**src/rtl/mem_arbiter.sv**
```systemverilog
// Two-master round-robin arbiter in front of a single burst-read memory port.
// One burst at a time: grant, forward beats to the owner, then a one-cycle release gap.
module mem_arbiter #(
  parameter int ADDR_W = 10,
  parameter int DATA_W = 8
) (
  input  logic              clk,
  input  logic              reset,

  input  logic              m0_rreq,
  input  logic [ADDR_W-1:0] m0_raddr,
  input  logic [1:0]        m0_burst_len,
  output logic [DATA_W-1:0] m0_rdata,
  output logic              m0_rvalid,
  output logic              m0_rlast,

  input  logic              m1_rreq,
  input  logic [ADDR_W-1:0] m1_raddr,
  input  logic [1:0]        m1_burst_len,
  output logic [DATA_W-1:0] m1_rdata,
  output logic              m1_rvalid,
  output logic              m1_rlast,

  output logic              mem_rreq,
  output logic [ADDR_W-1:0] mem_raddr,
  output logic [1:0]        mem_burst_len,
  input  logic [DATA_W-1:0] mem_rdata,
  input  logic              mem_rvalid,
  input  logic              mem_rlast,

  output logic [1:0]        grant,
  output logic              proto_err
);

  typedef enum logic [1:0] {IDLE, BUSY, RELEASE} state_t;

  state_t     state;
  logic [1:0] owner;     // one-hot: bit0 = m0, bit1 = m1
  logic       rr;        // 0 prefers m0, 1 prefers m1 on contention
  logic [1:0] beat_cnt;
  logic       busy;
  logic       pick_m1;

  assign busy    = (state == BUSY);
  assign pick_m1 = m1_rreq & (~m0_rreq | rr);
  assign grant   = owner;

  // Beat data is shared; only the owner sees valid/last, and only while a burst is open.
  assign m0_rdata  = mem_rdata;
  assign m1_rdata  = mem_rdata;
  assign m0_rvalid = busy & owner[0] & mem_rvalid;
  assign m0_rlast  = busy & owner[0] & mem_rvalid & mem_rlast;
  assign m1_rvalid = busy & owner[1] & mem_rvalid;
  assign m1_rlast  = busy & owner[1] & mem_rvalid & mem_rlast;

  // NOTE: all state below updates with non-blocking assignments so every register
  // samples the pre-edge values of its peers, independent of statement order.
  always_ff @(posedge clk or negedge reset) begin
    if (!reset) begin
      state         <= IDLE;
      owner         <= 2'b00;
      rr            <= 1'b0;
      beat_cnt      <= 2'd0;
      mem_rreq      <= 1'b0;
      mem_raddr     <= '0;
      mem_burst_len <= 2'd0;
      proto_err     <= 1'b0;
    end else begin
      case (state)
        IDLE: begin
          if (m0_rreq || m1_rreq) begin
            state    <= BUSY;
            mem_rreq <= 1'b1;
            beat_cnt <= 2'd0;
            if (pick_m1) begin
              owner         <= 2'b10;
              mem_raddr     <= m1_raddr;
              mem_burst_len <= m1_burst_len;
            end else begin
              owner         <= 2'b01;
              mem_raddr     <= m0_raddr;
              mem_burst_len <= m0_burst_len;
            end
          end
        end

        BUSY: begin
          if (mem_rvalid) begin
            beat_cnt <= beat_cnt + 2'd1;
            // rlast must coincide exactly with the beat whose count equals burst_len.
            if (mem_rlast != (beat_cnt == mem_burst_len))
              proto_err <= 1'b1;
            if (mem_rlast) begin
              state    <= RELEASE;
              mem_rreq <= 1'b0;
              owner    <= 2'b00;
              rr       <= owner[0];
            end
          end
        end

        RELEASE: state <= IDLE;

        default: state <= IDLE;
      endcase
    end
  end

endmodule

```
**config.mk**
```make
export PLATFORM = sky130hd
export DESIGN_NAME = mem_arbiter
export DESIGN_NICKNAME = d
export VERILOG_FILES = /design/src/rtl/mem_arbiter.sv
export SDC_FILE = /design/constraint.sdc
export NUM_CORES = 1
export LEC_CHECK = 0
export BUFFER_PORTS_ARGS = -buffer_cell sky130_fd_sc_hd__buf_4
export CORE_MARGIN = 4
export CORE_UTILIZATION = 35
export DETAILED_ROUTE_END_ITERATION = 6
export GPL_TIMING_DRIVEN = 1
export PLACE_DENSITY = 0.73
export REMOVE_ABC_BUFFERS = 1
export SKIP_CTS_REPAIR_TIMING = 1
export SYNTH_ARGS = -nofsm -noshare
export SYNTH_HDL_FRONTEND = slang
export SYNTH_SLANG_ARGS = --single-unit
export TNS_END_PERCENT = 30
```
**constraint.sdc**
```tcl
create_clock -name clk -period 1.6 [get_ports clk]
set_clock_uncertainty 0.1 [all_clocks]
set_input_delay 0.08 -clock clk [delete_from_list [all_inputs] [get_ports clk]]
set_output_delay 0.08 -clock clk [all_outputs]
set_load 0.05 [all_outputs]
```
# [Word-level counts from Yosys, hierarchy flattened]
# Cells that the tools add are included.
[totals] regBits=21 out_inout_bits=36 elab_cells=51
[classes] n_addsub=1 eq_ne=6 muxes=18 bitwise_logic=9 n_reduce_logical=9
[ops] op="two-way mux 2 bit" count=10
[ops] op="one-hot mux 2 bit (2 select lines)" count=3
[ops] op="AND reduction 3 bit" count=4
[ops] op="two-way mux 10 bit" count=1
[ops] op="bitwise AND 1 bit" count=7
[ops] op="inequality test 2 bit, second input constant" count=3
[ops] op="AND reduction 4 bit" count=1
[ops] op="two-way mux 1 bit" count=3
[ops] op="adder 2 x 1 -> 2 bit, second input constant" count=1
[ops] op="== test 2 x 1 -> 1 bit, second input constant" count=1
[ops] op="== test 2 bit" count=1
[ops] op="zero test 2 bit" count=1
[ops] op="one-hot mux 1 bit (2 select lines)" count=1
[ops] op="AND reduction 2 bit" count=1
[ops] op="nonzero test 2 bit" count=1
[ops] op="logical OR 1 bit" count=1
[ops] op="inequality test 1 bit" count=1
[ops] op="NOT 1 bit" count=1
[ops] op="OR 1 bit" count=1

# [Depth between registers and ports, before layout]
# Gate-level depths: netlist of run 1.
[logic_depth] word_depth=6 depth_mapped=4

# [Worst setup path after synthesis of run 1]
# No wires, ideal clock.
[synth_timing] kind="register -> register" start="register mem_burst_len[1]" end="register proto_err" setup_ns=0.124 t_arrival_ns=1.374 slack_ns=0.002 path_stages_with_launch=4 cell_sequence="dfrtp_1 > xor2_1 > or2_2 > a211o_1"
[synth_via] elab_chain_len=3
[synth_rtl] element="start, declared" line_no="26" text="output logic [1:0] mem_burst_len,"
[synth_rtl] element="start signal, assigned" line_no="78" text="mem_burst_len <= m1_burst_len;"
[synth_rtl] element="start signal, assigned" line_no="82" text="mem_burst_len <= m0_burst_len;"
[synth_rtl] element="== test 2 bit" line_no="91" text="if (mem_rlast != (beat_cnt == mem_burst_len))"
[synth_rtl] element="inequality test 1 bit" line_no="91"
[synth_rtl] element="AND reduction 3 bit (no source line)"
[synth_rtl] element="end signal, assigned" line_no="67" text="proto_err <= 1'b0;"
[synth_rtl] element="end signal, assigned" line_no="92" text="proto_err <= 1'b1;"
[synth_rtl] element="end, declared" line_no="32" text="output logic proto_err"
# Every way passes these cells.
# A chain may end at the register's enable or synchronous reset.

# [Worst setup path after layout of run 1]
[layout_timing] start="register state[0]" end="output port m0_rlast"
[layout_via] elab_chain_len=4
[layout_rtl] element="start, declared" line_no="37" text="state_t state;"
[layout_rtl] element="start signal, assigned" line_no="60" text="state <= IDLE;"
[layout_rtl] element="start signal, assigned" line_no="72" text="state <= BUSY;"
[layout_rtl] element="start signal, assigned" line_no="94" text="state <= RELEASE;"
[layout_rtl] element="== test 2 x 1 -> 1 bit" line_no="44" text="assign busy = (state == BUSY);"
[layout_rtl] element="bitwise AND 1 bit (3 in a row)" line_no="52" text="assign m0_rlast = busy & owner[0] & mem_rvalid & mem_rlast;"
[layout_rtl] element="end, declared" line_no="15" text="output logic m0_rlast,"
# Every way passes these cells.

==> results by stage, run 1 <==
Run status:
- The flow ran to the end, but the final reports show violations.
- The checks that failed: setup timing.

Yosys:
- Summing the sequential cell areas from Yosys gives 46.4% of the chip area.
- The fraction of synthesis flops using an asynchronous set or reset pin is 100%.
- Yosys printed 0 warnings.
- The synthesized netlist cell count is 102.
- Ranked by total cell area, the synthesized netlist is headed by sky130_fd_sc_hd__dfrtp_1, sky130_fd_sc_hd__a221o_2, sky130_fd_sc_hd__buf_4, sky130_fd_sc_hd__and3_1, sky130_fd_sc_hd__xor2_1.
- The dominant register cell in the synthesized netlist is sky130_fd_sc_hd__dfrtp_1.
- In this run, synthesis inferred 0 flip-flops with an integrated enable.
- The top cell type's share of synthesized area is 46.4%.
- The most instantiated library cell after synthesis is sky130_fd_sc_hd__dfrtp_1.
- The area of the mapped netlist is 0.00113 mm2.
- Yosys mapped the design onto 31 distinct sky130hd cell types.
- The commonest cells after synthesis are sky130_fd_sc_hd__dfrtp_1, sky130_fd_sc_hd__buf_4, sky130_fd_sc_hd__and3_1, sky130_fd_sc_hd__a221o_2, sky130_fd_sc_hd__nand2_1.
- The per-instance average area after synthesis is 11.1 um2.
- The largest total area in the synthesized netlist belongs to sky130_fd_sc_hd__dfrtp_1.
- The number of synthesized register bits is 21.

Timing:
- The number of slew-limit violations in the final report is 0.
- The highest clock frequency the design can meet is 616 MHz.
- The post-layout worst setup margin is -22.5 ps.
- The worst relative slew slack is 69.9%.
- Setup violations remaining at the end of the flow were counted as 3.
- The smallest clock period supported by the final layout is computed as 1620 ps.
- The post-route setup TNS is -39.4 ps.
- The share of the clock period used by the worst path is 101%.
- For the pin with the worst max-slew slack, the measured transition is 450 ps.
- Setup repair after global routing could not meet its margin everywhere.
- The final count of hold timing violations is 0.

GRT:
- For this run the aggregate overflow at the end of global routing stands at 0.
- The initial antenna violation count is 0.
- Global routing used 13.7% of the available tracks across all layers.
- Global routing consumed, on the met1 layer, 15.0% of the routing resources.
- Entering global routing, the biggest net connects 22 pins.
- The global-route track usage on met3 is 5.72%.
- The first global-routing pass estimated 4490 um of wire.
- Global routing consumed, on the met2 layer, 22.9% of the routing resources.
- The via count of the first global-routing pass is 998.
- The global routing stage identified its most utilized layer as met2.

Floorplan:
- The overall die height is 64.9 um.
- During I/O placement, the number of pins put on the boundary was 74.
- After floorplanning, the core was divided into 20 placement rows.
- The die is 64.9 um wide.
- The area inside the core boundary is 0.00308 mm2.
- The floorplan step defined a die boundary enclosing 0.00421 mm2.
- For this configuration, the core starts out at a cell density of 36.8%.

Layout:
- Cells with a size suffix above 1 make up 52.2% of the layout.
- Once layout is complete, the cells apart from fillers number 201.
- After filler insertion, the fill cell instance count of the layout stands at 287.
- The multi-input combinational cells in the finished layout cover a total of 460 um2.
- The summed area of non-filler cells in the final layout is 0.00169 mm2.
- The flip-flop and latch area is 526 um2.
- The count of inserted antenna diode cells is 0.
- The growth of design area from synthesis to finish is 49.5%.
- In the final design database the tool counted 196 nets.

Min path:
- The startpoint of the most critical hold path is m0_raddr[7].
- For hold timing, the worst endpoint is mem_raddr[7]$_DFFE_PN0P_.
- The worst hold path cell count is 3.
- The type of the worst min-delay path is input pin to flip-flop.

Clocking:
- The cell sitting at the root of the clock tree is a sky130_fd_sc_hd__clkbuf_4.
- The clock net in this run drives a total of 21 sinks.
- The clock-pin slew on the worst setup and hold paths is 120 ps.
- TritonCTS created 3 clock buffers.
- In this run the number of H-tree levels came out at 1.
- The clock insertion delay at the later pin of the skew report is 300 ps.
- No sink is reached through more buffers than the 2 on the longest clock path.
- TritonCTS built the clock tree.

Power and ir drop:
- VDD sags by at most 0.864 mV.
- Power spread over the standard cell area amounts to 1860 mW/mm2.
- In this run the static leakage power is 0.855 nW.
- Overall power consumption after layout is estimated at 0.00315 W.

Critical path:
- STA classifies the critical path endpoint as an output pin.
- Measured in cells, the most critical reg-to-reg path has a length of 5.
- The critical path arrival is 1440 ps.
- The source of the worst register-to-register timing path is state[1]$_DFFE_PN0P_.
- The capture instance of the worst register-to-register path is mem_raddr[0]$_DFFE_PN0P_.
- The largest fanout of any net on the critical path is 8.
- Setup slack on the worst reg-to-reg path comes out at 40 ps.
- The data required time of the worst path is 1420 ps.
- The critical path in this run is classified as flip-flop to output pin.
- The worst setup path is launched from a flip-flop.

Route:
- In the routed design, unresolved DRC markers number 0.
- The detailed-route via count is 1,014.
- The detailed router finished its first iteration with 34 violations.
- The count of nets left with antenna violations once routing finished came out at 0.
- Dividing the detail-routed wire length by the instance count gives 15.7 um.
- Dividing the detail-routed via count by the number of cells gives 5.04.
- The first detailed-routing pass took 4 iterations.
- After detailed routing, the total wire length is 3150 um.

Placed design:
- The cell area after placement is 0.00144 mm2.
- The final weighted congestion in routability-driven placement is 0.821.
- The count of input and output buffers is 49.
- The number of placed instances, taps included is 179.
- Once detailed placement completed, the half-perimeter wirelength came to 2190 um.
- The setup slack at placement is 86.0 ps.

Flow run:
- The max-cap violation count is 0.
layer usage:
layer	wire length (um)	share of wire, %	vias to the layer above
li1	-	-	465
met1	1270	40	503
met2	1640	52	44
met3	209	6.6	2
met4	33	1.0	0
met5	0	0	-
sequential cells by signal, summed over array words and instances, names as in the netlist:
name / flops
state: 2
mem_rreq: 1
proto_err: 1
rr: 1
mem_burst_len: 2
beat_cnt: 2
grant: 2
mem_raddr: 10
placed cells by master (no fill, tap or decap), drive strengths merged:
master / netlist / layout
a211o: 1 / 1
a211oi: 2 / 2
a221o: 12 / 12
and2: 4 / 4
and3: 15 / 15
and3b: 1 / 1
buf: 19 / 55
clkbuf: 2 / 3
clkinv: 0 / 1
dfrtp: 21 / 21
dlygate4sd3: 0 / 17
inv: 3 / 3
mux2: 1 / 1
mux2i: 1 / 1
nand2: 4 / 4
nand2b: 1 / 1
nand3: 1 / 1
nand3b: 1 / 1
nor2: 2 / 2
nor3: 1 / 1
nor4b: 1 / 1
o21ai: 3 / 3
o21bai: 1 / 1
o31ai: 1 / 1
or2: 1 / 1
xor2: 3 / 3
how the worst max path moves through the flow:
stage / from / end / slack (ps) / cells past startpoint
3_3_place_gp: state[0]$_DFFE_PN0P_ / rr$_DFFE_PN0P_ / 120 / 4
5_1_grt: state[0]$_DFFE_PN0P_ / m1_rlast / -80 / 4
3_5_place_dp: state[0]$_DFFE_PN0P_ / mem_raddr[2]$_DFFE_PN0P_ / 90 / 4
4_1_cts: state[0]$_DFFE_PN0P_ / m0_rlast / -100 / 4
2_1_floorplan: mem_burst_len[1]$_DFFE_PN0P_ / proto_err$_DFFE_PN0P_ / 2 / 3
6_report: state[0]$_DFFE_PN0P_ / m0_rlast / -20 / 4
metrics by stage:
stage	util [%]	hold slack [ps]
CTS	47.6	-463
detailed placement	46.7	-119
finish	55.0	0.834
floorplan	-	-316
global route	55.0	3.79
global placement	46.7	-123
cells by family after synthesis:
group | Yosys count | synth area share, %
buffers and inverters | 24 | 14.8
and+or+nand+nor | 32 | 17.6
muxes | 2 | 2.21
xor gates and xnor gates | 3 | 2.32
DFF | 21 | 46.4
AOI/OAI and AO/OA | 20 | 16.7
report_power, final:
group          switching, W  internal (W)  leakage (nW)
Sequential         0.000176      0.000765         0.258
Combinational       0.00116      0.000795         0.580
Clock              0.000167     0.0000932        0.0177
worst max-delay path, stage by stage (launching register included):
cell,delay [ps]
sky130_fd_sc_hd__dfrtp_1,390
sky130_fd_sc_hd__buf_6,130
sky130_fd_sc_hd__and3b_2,270
sky130_fd_sc_hd__and3_4,220
sky130_fd_sc_hd__buf_8,140
layout make-up:
cell class / count / share of cell area, %
flip-flops and latches: 21 / 31.0
repair buffers: 72 / 36.2
clock buffers: 3 / 1.33
inverters: 3 / 0.665
clock inverters: 1 / 0.296
well taps: 44 / 3.25
multi-input cells: 57 / 27.2
Power figures use the tool's default switching activity.
==> run 2: changes to the inputs <==
--- a/config.mk
+++ b/config.mk
@@ -10,7 +10,7 @@
 export CORE_UTILIZATION = 35
 export DETAILED_ROUTE_END_ITERATION = 6
 export GPL_TIMING_DRIVEN = 1
-export PLACE_DENSITY = 0.73
+export PLACE_DENSITY_LB_ADDON = 0.2
 export REMOVE_ABC_BUFFERS = 1
 export SKIP_CTS_REPAIR_TIMING = 1
 export SYNTH_ARGS = -nofsm -noshare
==> run 2 against run 1 <==
Effect of this change: the flow still finishes with violations (setup timing); register-to-register slack worse by 60 ps; worst hold slack better by 3.4 ps; sequential power about the same; design area up 0.59%; total power down 0.15%; critical path depth unchanged; non-clock buffer count up 2; routed wire length down 4.8%; combinational power about the same; first-iteration DRC count up 8.8%; largest power group unchanged.
==> results by stage, run 2 (same netlist as run 1, synthesis figures left out) <==
Run status:
- The flow ran to the end, but the final reports show violations.
- The checks that failed: setup timing.

Timing:
- The post-layout worst setup margin is -35.1 ps (-12.7 ps).
- The worst relative slew slack is 71.0% (+1.1 points).
- The number of setup violations in the final report is 5 (+2).
- The actual slew at the worst max-slew pin came to 434 ps (-15.8 ps).
- The final critical path time including I/O delays and setup is 1640 ps (+12.7 ps).
- The post-route setup TNS was -99.6 ps (-60.3 ps).
- The share of the clock period used by the worst path is 102% (+0.79 points).
- The number of slew-limit violations in the final report is 0 (unchanged).
- Setup repair after global routing could not meet its margin everywhere.
- The final count of hold timing violations is 0 (unchanged).
- The highest clock frequency the design can meet came to 612 MHz (-0.77%).

Power and ir drop:
- The combinational share of power came to 61.9% (about the same).
- The power per cell area was 1850 mW/mm2 (-0.73%).
- The part of the power in the clock network is 8.2% (about the same).
- The standby leakage power is 0.860 nW (+0.52%).
- The net switching power is 0.00149 W (-0.78%).
- The peak supply drop is 0.758 mV (-12%).
- The internal power component is 0.00166 W (+0.43%).
- The switching power as a share of total power is 47.2% (-0.30 points).
- The fraction of power consumed by sequential logic was 29.9% (about the same).

Min path:
- The worst hold path belongs to the class input pin to flip-flop.

Clocking:
- The number of H-tree levels is 1 (unchanged).
- The clock-pin slew on the worst setup and hold paths is 120 ps (about the same).
- The number of buffers added by the clock tree synthesis step is 3 (unchanged).
- The sink count of the clock tree is 21 (unchanged).
- The buffer depth of the longest clock path is 2 (unchanged).
- The clock insertion delay at the later pin of the skew report was 300 ps (about the same).
- The root buffer cell is sky130_fd_sc_hd__clkbuf_4.
- TritonCTS built the clock tree.

GRT:
- The sum of overflow across all layers after global routing is 0 (unchanged).
- The aggregate global-route resource usage is 13.2% (-0.50 points).
- The global-route wire length before repair is 4350 um (-3.2%).
- The pin count of the biggest net entering global routing came to 22 (unchanged).
- The initial antenna violation count is 0 (unchanged).
- The via count of the first global-routing pass came to 935 (-6.3%).

Placed design:
- The count of input and output buffers is 49 (unchanged).
- The number of placed instances, taps included is 180 (+0.56%).
- The placed wire-length estimate is 2050 um (-6.2%).
- The final weighted congestion in routability-driven placement is 0.821 (about the same).

Layout:
- The largest register by flop count is mem_raddr.
- The fill cell instance count of the final layout was 281 (-2.1%).
- The fraction of final layout cells sized beyond drive strength 1 was 51.6% (-0.66 points).
- The net count reported at finish came to 198 (+1.0%).
- Leaving out fill and tap cells, the most frequent cell in the layout is sky130_fd_sc_hd__buf_4.
- The growth of design area from synthesis to finish is 50.4%.
- The final standard cell count with taps included and fillers excluded is 203 (+1.0%).
- The flip-flop count of the largest register, all copies and words added is 10 (unchanged).
- In the layout the commonest cells are sky130_fd_sc_hd__buf_4, sky130_fd_sc_hd__dfrtp_1, sky130_fd_sc_hd__dlygate4sd3_1.
- The count of inserted antenna diode cells is 0 (unchanged).

Route:
- The number of nets with antenna violations after routing was 0 (unchanged).
- The length of the first detailed-routing pass in iterations was 4 (unchanged).
- The post-detailed-route via-to-cell ratio came to 4.80 (-4.9%).
- The detailed-route via count was 974 (-3.9%).
- The number of DRC violations after detailed routing is 0 (unchanged).
- The aggregate routed wire length is 3000 um (-4.8%).
- The routed length per instance is 14.8 um (-5.7%).
- The DRC violation total after the first TritonRoute iteration came to 37 (+8.8%).

Critical path:
- The largest fanout of any net on the critical path is 5 (-3).
- The critical path arrival is 1460 ps (+20 ps).
- The worst setup path is captured at an output pin.
- The data required time of the worst path is 1420 ps (about the same).
- The type of origin of the critical path is a flip-flop.
- The worst setup path is of the flip-flop to output pin kind.

Floorplan:
- The number of placement rows is 20 (unchanged).
- The overall die height was 64.9 um (unchanged).
- The width of the die is 64.9 um (unchanged).
- The starting density of the core is 36.8% (unchanged).
- The die footprint is 0.00421 mm2 (unchanged).
- The area inside the core boundary is 0.00308 mm2 (unchanged).
- The number of placed I/O pins came to 74 (unchanged).

Flow run:
- The max-cap violation count is 0 (unchanged).
[run 2: cell types whose count changed in the layout (fill, tap and decap cells not counted)]
cell                            change
sky130_fd_sc_hd__buf_4              +3
sky130_fd_sc_hd__and2_1             +2
sky130_fd_sc_hd__and2_4             -2
sky130_fd_sc_hd__a211oi_2           -1
sky130_fd_sc_hd__a211oi_4           +1
sky130_fd_sc_hd__buf_6              +1
sky130_fd_sc_hd__buf_8              -1
sky130_fd_sc_hd__clkbuf_1           +1
sky130_fd_sc_hd__clkinv_2           -1
sky130_fd_sc_hd__dlygate4sd3_1      -1
[run 2: through the flow]
stage          worst slack (ps)  total power, W  hold slack (ps)  util [%]  area, um2
2_1_floorplan              1.61         0.00216             -316         -        976
3_3_place_gp               -152         0.00276             -120      46.9       1440
3_5_place_dp               -217         0.00278             -117      46.9       1440
4_1_cts                    -243         0.00305             -460      47.8       1470
5_1_grt                   -90.6         0.00333             3.18      55.3       1700
6_report                  -35.1         0.00315             4.19      55.3       1700
[run 2: layer usage]
| layer | routed length, um | track usage, % |
|---|---|---|
| met3 | 252 | 6.41 |
| met2 | 1480 | 20.9 |
| met4 | 14 | 3.96 |
| met5 | 0 | 0 |
| met1 | 1260 | 15.8 |
[run 2: cell type report]
cell class / count / area [um2] / share of cell area (%)
clock buffer: 4 / 26.3 / 1.54
inverter: 3 / 11.3 / 0.661
multi-input combinational: 57 / 463 / 27.2
sequential: 21 / 526 / 30.9
tap: 44 / 55.1 / 3.23
timing repair buffer: 74 / 622 / 36.5
[run 2: power by group through the flow]
| stage | clock, W | sequential, W | combinational, W |
|---|---|---|---|
| after global routing | 0.000288 | 0.000973 | 0.00207 |
| after detailed placement | 0 | 0.000941 | 0.00184 |
| final | 0.000258 | 0.000942 | 0.00195 |
| after floorplan | 0 | 0.00156 | 0.000593 |
| after global placement | 0 | 0.000935 | 0.00182 |
| after CTS | 0.000270 | 0.000933 | 0.00185 |
[run 2: final timing paths]
kind | startpoint | to | slack, ps | cells after the start
max | state[1]$_DFFE_PN0P_ | m0_rlast | -40 | 4
min | m0_burst_len[1] | mem_burst_len[1]$_DFFE_PN0P_ | 4 | 3
max reg2reg | state[0]$_DFFE_PN0P_ | rr$_DFFE_PN0P_ | -20 | 5
min reg2reg | proto_err$_DFFE_PN0P_ | proto_err$_DFFE_PN0P_ | 390 | 1
max in group asynchronous | reset | proto_err$_DFFE_PN0P_ | 1090 | 2
min in group asynchronous | reset | grant[0]$_DFFE_PN0P_ | 100 | 2
[run 2: worst max-delay path, cell delays in order (launching register included)]
cell,delay (ps)
sky130_fd_sc_hd__dfrtp_1,410
sky130_fd_sc_hd__buf_6,130
sky130_fd_sc_hd__and3b_2,280
sky130_fd_sc_hd__and3_4,200
sky130_fd_sc_hd__buf_8,140
==> run 3: changes to the inputs <==
--- a/config.mk
+++ b/config.mk
@@ -10,7 +10,7 @@
 export CORE_UTILIZATION = 35
 export DETAILED_ROUTE_END_ITERATION = 6
 export GPL_TIMING_DRIVEN = 1
-export PLACE_DENSITY_LB_ADDON = 0.2
+export PLACE_DENSITY_LB_ADDON = 0.1
 export REMOVE_ABC_BUFFERS = 1
 export SKIP_CTS_REPAIR_TIMING = 1
 export SYNTH_ARGS = -nofsm -noshare
==> run 3 against run 2 <==
Effect of this change: the flow still finishes with violations (setup timing); maximum frequency hardly changed; clock power is essentially flat; design area rose by 1.0%; critical endpoint unchanged; highest routed layer unchanged.
==> results by stage, run 3 (same netlist as run 1, synthesis figures left out) <==
Timing:
- Setup repair after global routing could not meet its margin everywhere.
- The final count of hold timing violations is 0 (unchanged).
- The actual slew at the worst max-slew pin is 582 ps (+149 ps).
- The final critical path time including I/O delays and setup was 1640 ps (+0.657 ps).
- The share of the clock period used by the worst path is 102% (about the same).
- The number of slew-limit violations in the final report is 0 (unchanged).
- The highest clock frequency the design can meet is 611 MHz (about the same).
- The number of setup violations in the final report was 5 (unchanged).
- The post-layout worst setup margin is -35.8 ps (-0.657 ps).
- The worst relative slew slack is 60.9% (-10 points).
- The hold slack came to 4.16 ps (-0.0299 ps).

Route:
- The number of nets with antenna violations after routing came to 0 (unchanged).
- The DRC violation total after the first TritonRoute iteration came to 57 (+54%).
- The aggregate routed wire length came to 3080 um (+2.9%).
- The length of the first detailed-routing pass in iterations is 4 (unchanged).
- The post-detailed-route via-to-cell ratio is 4.83 (+0.77%).
- The routed length per instance is 15.0 um (+1.4%).
- The detailed-route via count is 996 (+2.3%).
- The number of DRC violations after detailed routing is 0 (unchanged).

Critical path:
- The type of origin of the critical path is a flip-flop.
- By startpoint and endpoint, the worst setup path is classified as flip-flop to output pin.
- The combined buffer and inverter count along the critical path is 2 (unchanged).
- In this design, the largest share of critical-path delay is due to simple AND/OR/NAND/NOR gates.
- The data required time of the worst path is 1420 ps (about the same).
- For this design, the slowest cell found on the critical path is sky130_fd_sc_hd__dfrtp_1.
- The largest incremental delay on the critical path is 420 ps (about the same).
- The critical path arrival was 1460 ps (about the same).
- STA classifies the critical path endpoint as an output pin.
- The signal on the critical path passes through buf_6 -> and3b_2 -> and3_4 -> buf_8.
- The largest fanout of any net on the critical path is 5 (unchanged).

GRT:
- The initial antenna violation count is 0 (unchanged).
- The sum of overflow across all layers after global routing is 0 (unchanged).
- The aggregate global-route resource usage was 14.0% (+0.75 points).
- The global-route track usage on met3 is 8.67% (+2.3 points).
- The met2 global-route usage is 24.1% (+3.2 points).
- The via count of the first global-routing pass is 952 (+1.8%).
- The global-route wire length before repair is 4550 um (+4.8%).
- The global-route layer with the greatest usage is met2.
- The pin count of the biggest net entering global routing was 22 (unchanged).
- The met1 track utilization from global routing is 14.6% (-1.3 points).

Power and ir drop:
- The power per cell area was 1820 mW/mm2 (-1.6%).
- The standby leakage power is 0.870 nW (+1.2%).
- The peak supply drop is 0.981 mV (+29%).

Layout:
- The count of inserted antenna diode cells came to 0 (unchanged).
- The largest register by flop count is mem_raddr.
- The library cell used most frequently in the layout, excluding fill and tap cells, is sky130_fd_sc_hd__buf_4.
- The flip-flop and latch area came to 526 um2 (unchanged).
- From synthesis to final layout, the design area changed by 51.9%.
- The final standard cell count with taps included and fillers excluded was 206 (+1.5%).
- The fraction of final layout cells sized beyond drive strength 1 is 50.0% (-1.6 points).
- The top cell types in the final layout, fill and taps aside, are sky130_fd_sc_hd__buf_4, sky130_fd_sc_hd__dfrtp_1, sky130_fd_sc_hd__dlygate4sd3_1.
- The area occupied by multi-input gates is 450 um2 (-2.7%).
- The fill cell instance count of the final layout is 271 (-3.6%).
- The flip-flop count of the largest register, all copies and words added is 10 (unchanged).
- The net count reported at finish is 201 (+1.5%).

Clocking:
- The sink count of the clock tree is 21 (unchanged).
- The buffer depth of the longest clock path is 2 (unchanged).
- The number of H-tree levels is 1 (unchanged).
- TritonCTS built the clock tree.
- The clock insertion delay at the later pin of the skew report was 300 ps (about the same).
- The number of buffers added by the clock tree synthesis step is 3 (unchanged).
- The clock-pin slew on the worst setup and hold paths came to 120 ps (about the same).
- The root buffer cell is sky130_fd_sc_hd__clkbuf_4.

Min path:
- The type of the worst min-delay path is input pin to flip-flop.

Floorplan:
- The die footprint is 0.00421 mm2 (unchanged).
- The number of placed I/O pins is 74 (unchanged).
- The width of the die is 64.9 um (unchanged).
- The overall die height is 64.9 um (unchanged).
- The area inside the core boundary is 0.00308 mm2 (unchanged).
- The starting density of the core is 36.8% (unchanged).
- The number of placement rows is 20 (unchanged).

Flow run:
- The max-cap violation count was 0 (unchanged).

Placed design:
- The placed wire-length estimate is 2140 um (+4.2%).
- The number of placed instances, taps included came to 181 (+0.56%).
- The final weighted congestion in routability-driven placement came to 0.714 (-13%).
- The count of input and output buffers was 49 (unchanged).

Run status:
- The checks that failed: setup timing.
- The flow ran to the end, but the final reports show violations.
[run 3: cell types whose count changed in the layout (fill, tap and decap cells not counted), sizes merged]
cell	change
dlygate4sd3	+3
[run 3: cell type report]
type                       count  share of cell area (%)
inverter                       3                   0.655
multi-input combinational     57                    26.2
clock buffer                   4                    1.53
tap                           44                    3.20
timing repair buffer          77                    37.9
sequential                    21                    30.5
[run 3: final timing paths]
| check | startpoint | end | slack (ps) | cells past startpoint |
|---|---|---|---|---|
| max | state[1]$_DFFE_PN0P_ | m0_rlast | -40 | 4 |
| min | m0_raddr[1] | mem_raddr[1]$_DFFE_PN0P_ | 4 | 3 |
| max reg2reg | state[1]$_DFFE_PN0P_ | rr$_DFFE_PN0P_ | -20 | 5 |
| min reg2reg | proto_err$_DFFE_PN0P_ | proto_err$_DFFE_PN0P_ | 380 | 1 |
| max in group asynchronous | reset | grant[1]$_DFFE_PN0P_ | 1080 | 2 |
| min in group asynchronous | reset | proto_err$_DFFE_PN0P_ | 90 | 2 |
[run 3: through the flow]
step | utilization, % | total power [W] | cell area (um2) | setup slack, ps | setup TNS [ps]
after global placement | 47.2 | 0.00279 | 1450 | -14.4 | -14.4
final | 55.9 | 0.00313 | 1720 | -35.8 | -91.3
after CTS | 48.0 | 0.00308 | 1480 | -201 | -800
after floorplan | - | 0.00216 | 976 | 1.61 | 0
after global routing | 55.9 | 0.00334 | 1720 | -114 | -963
after detailed placement | 47.2 | 0.00281 | 1450 | -10.1 | -10.1
[run 3: power breakdown]
group	internal (W)	leakage, nW	switching [W]
combinational	0.000800	0.597	0.00114
sequential	0.000765	0.258	0.000170
clock	0.0000970	0.0150	0.000158
total	0.00166	0.870	0.00147
[run 3: worst register-to-register path, delay by kind of cell (launching register included)]
kind,cells,cell delay [ps]
AND/OR/NAND/NOR,2,430
multiplexers,1,300
flip-flops,1,420
buffers and inverters,2,270
[run 3: layer usage]
layer	vias to the layer above	wire length [um]
met4	0	18
met3	2	292
met1	467	1200
li1	477	-
met5	-	0
met2	50	1580
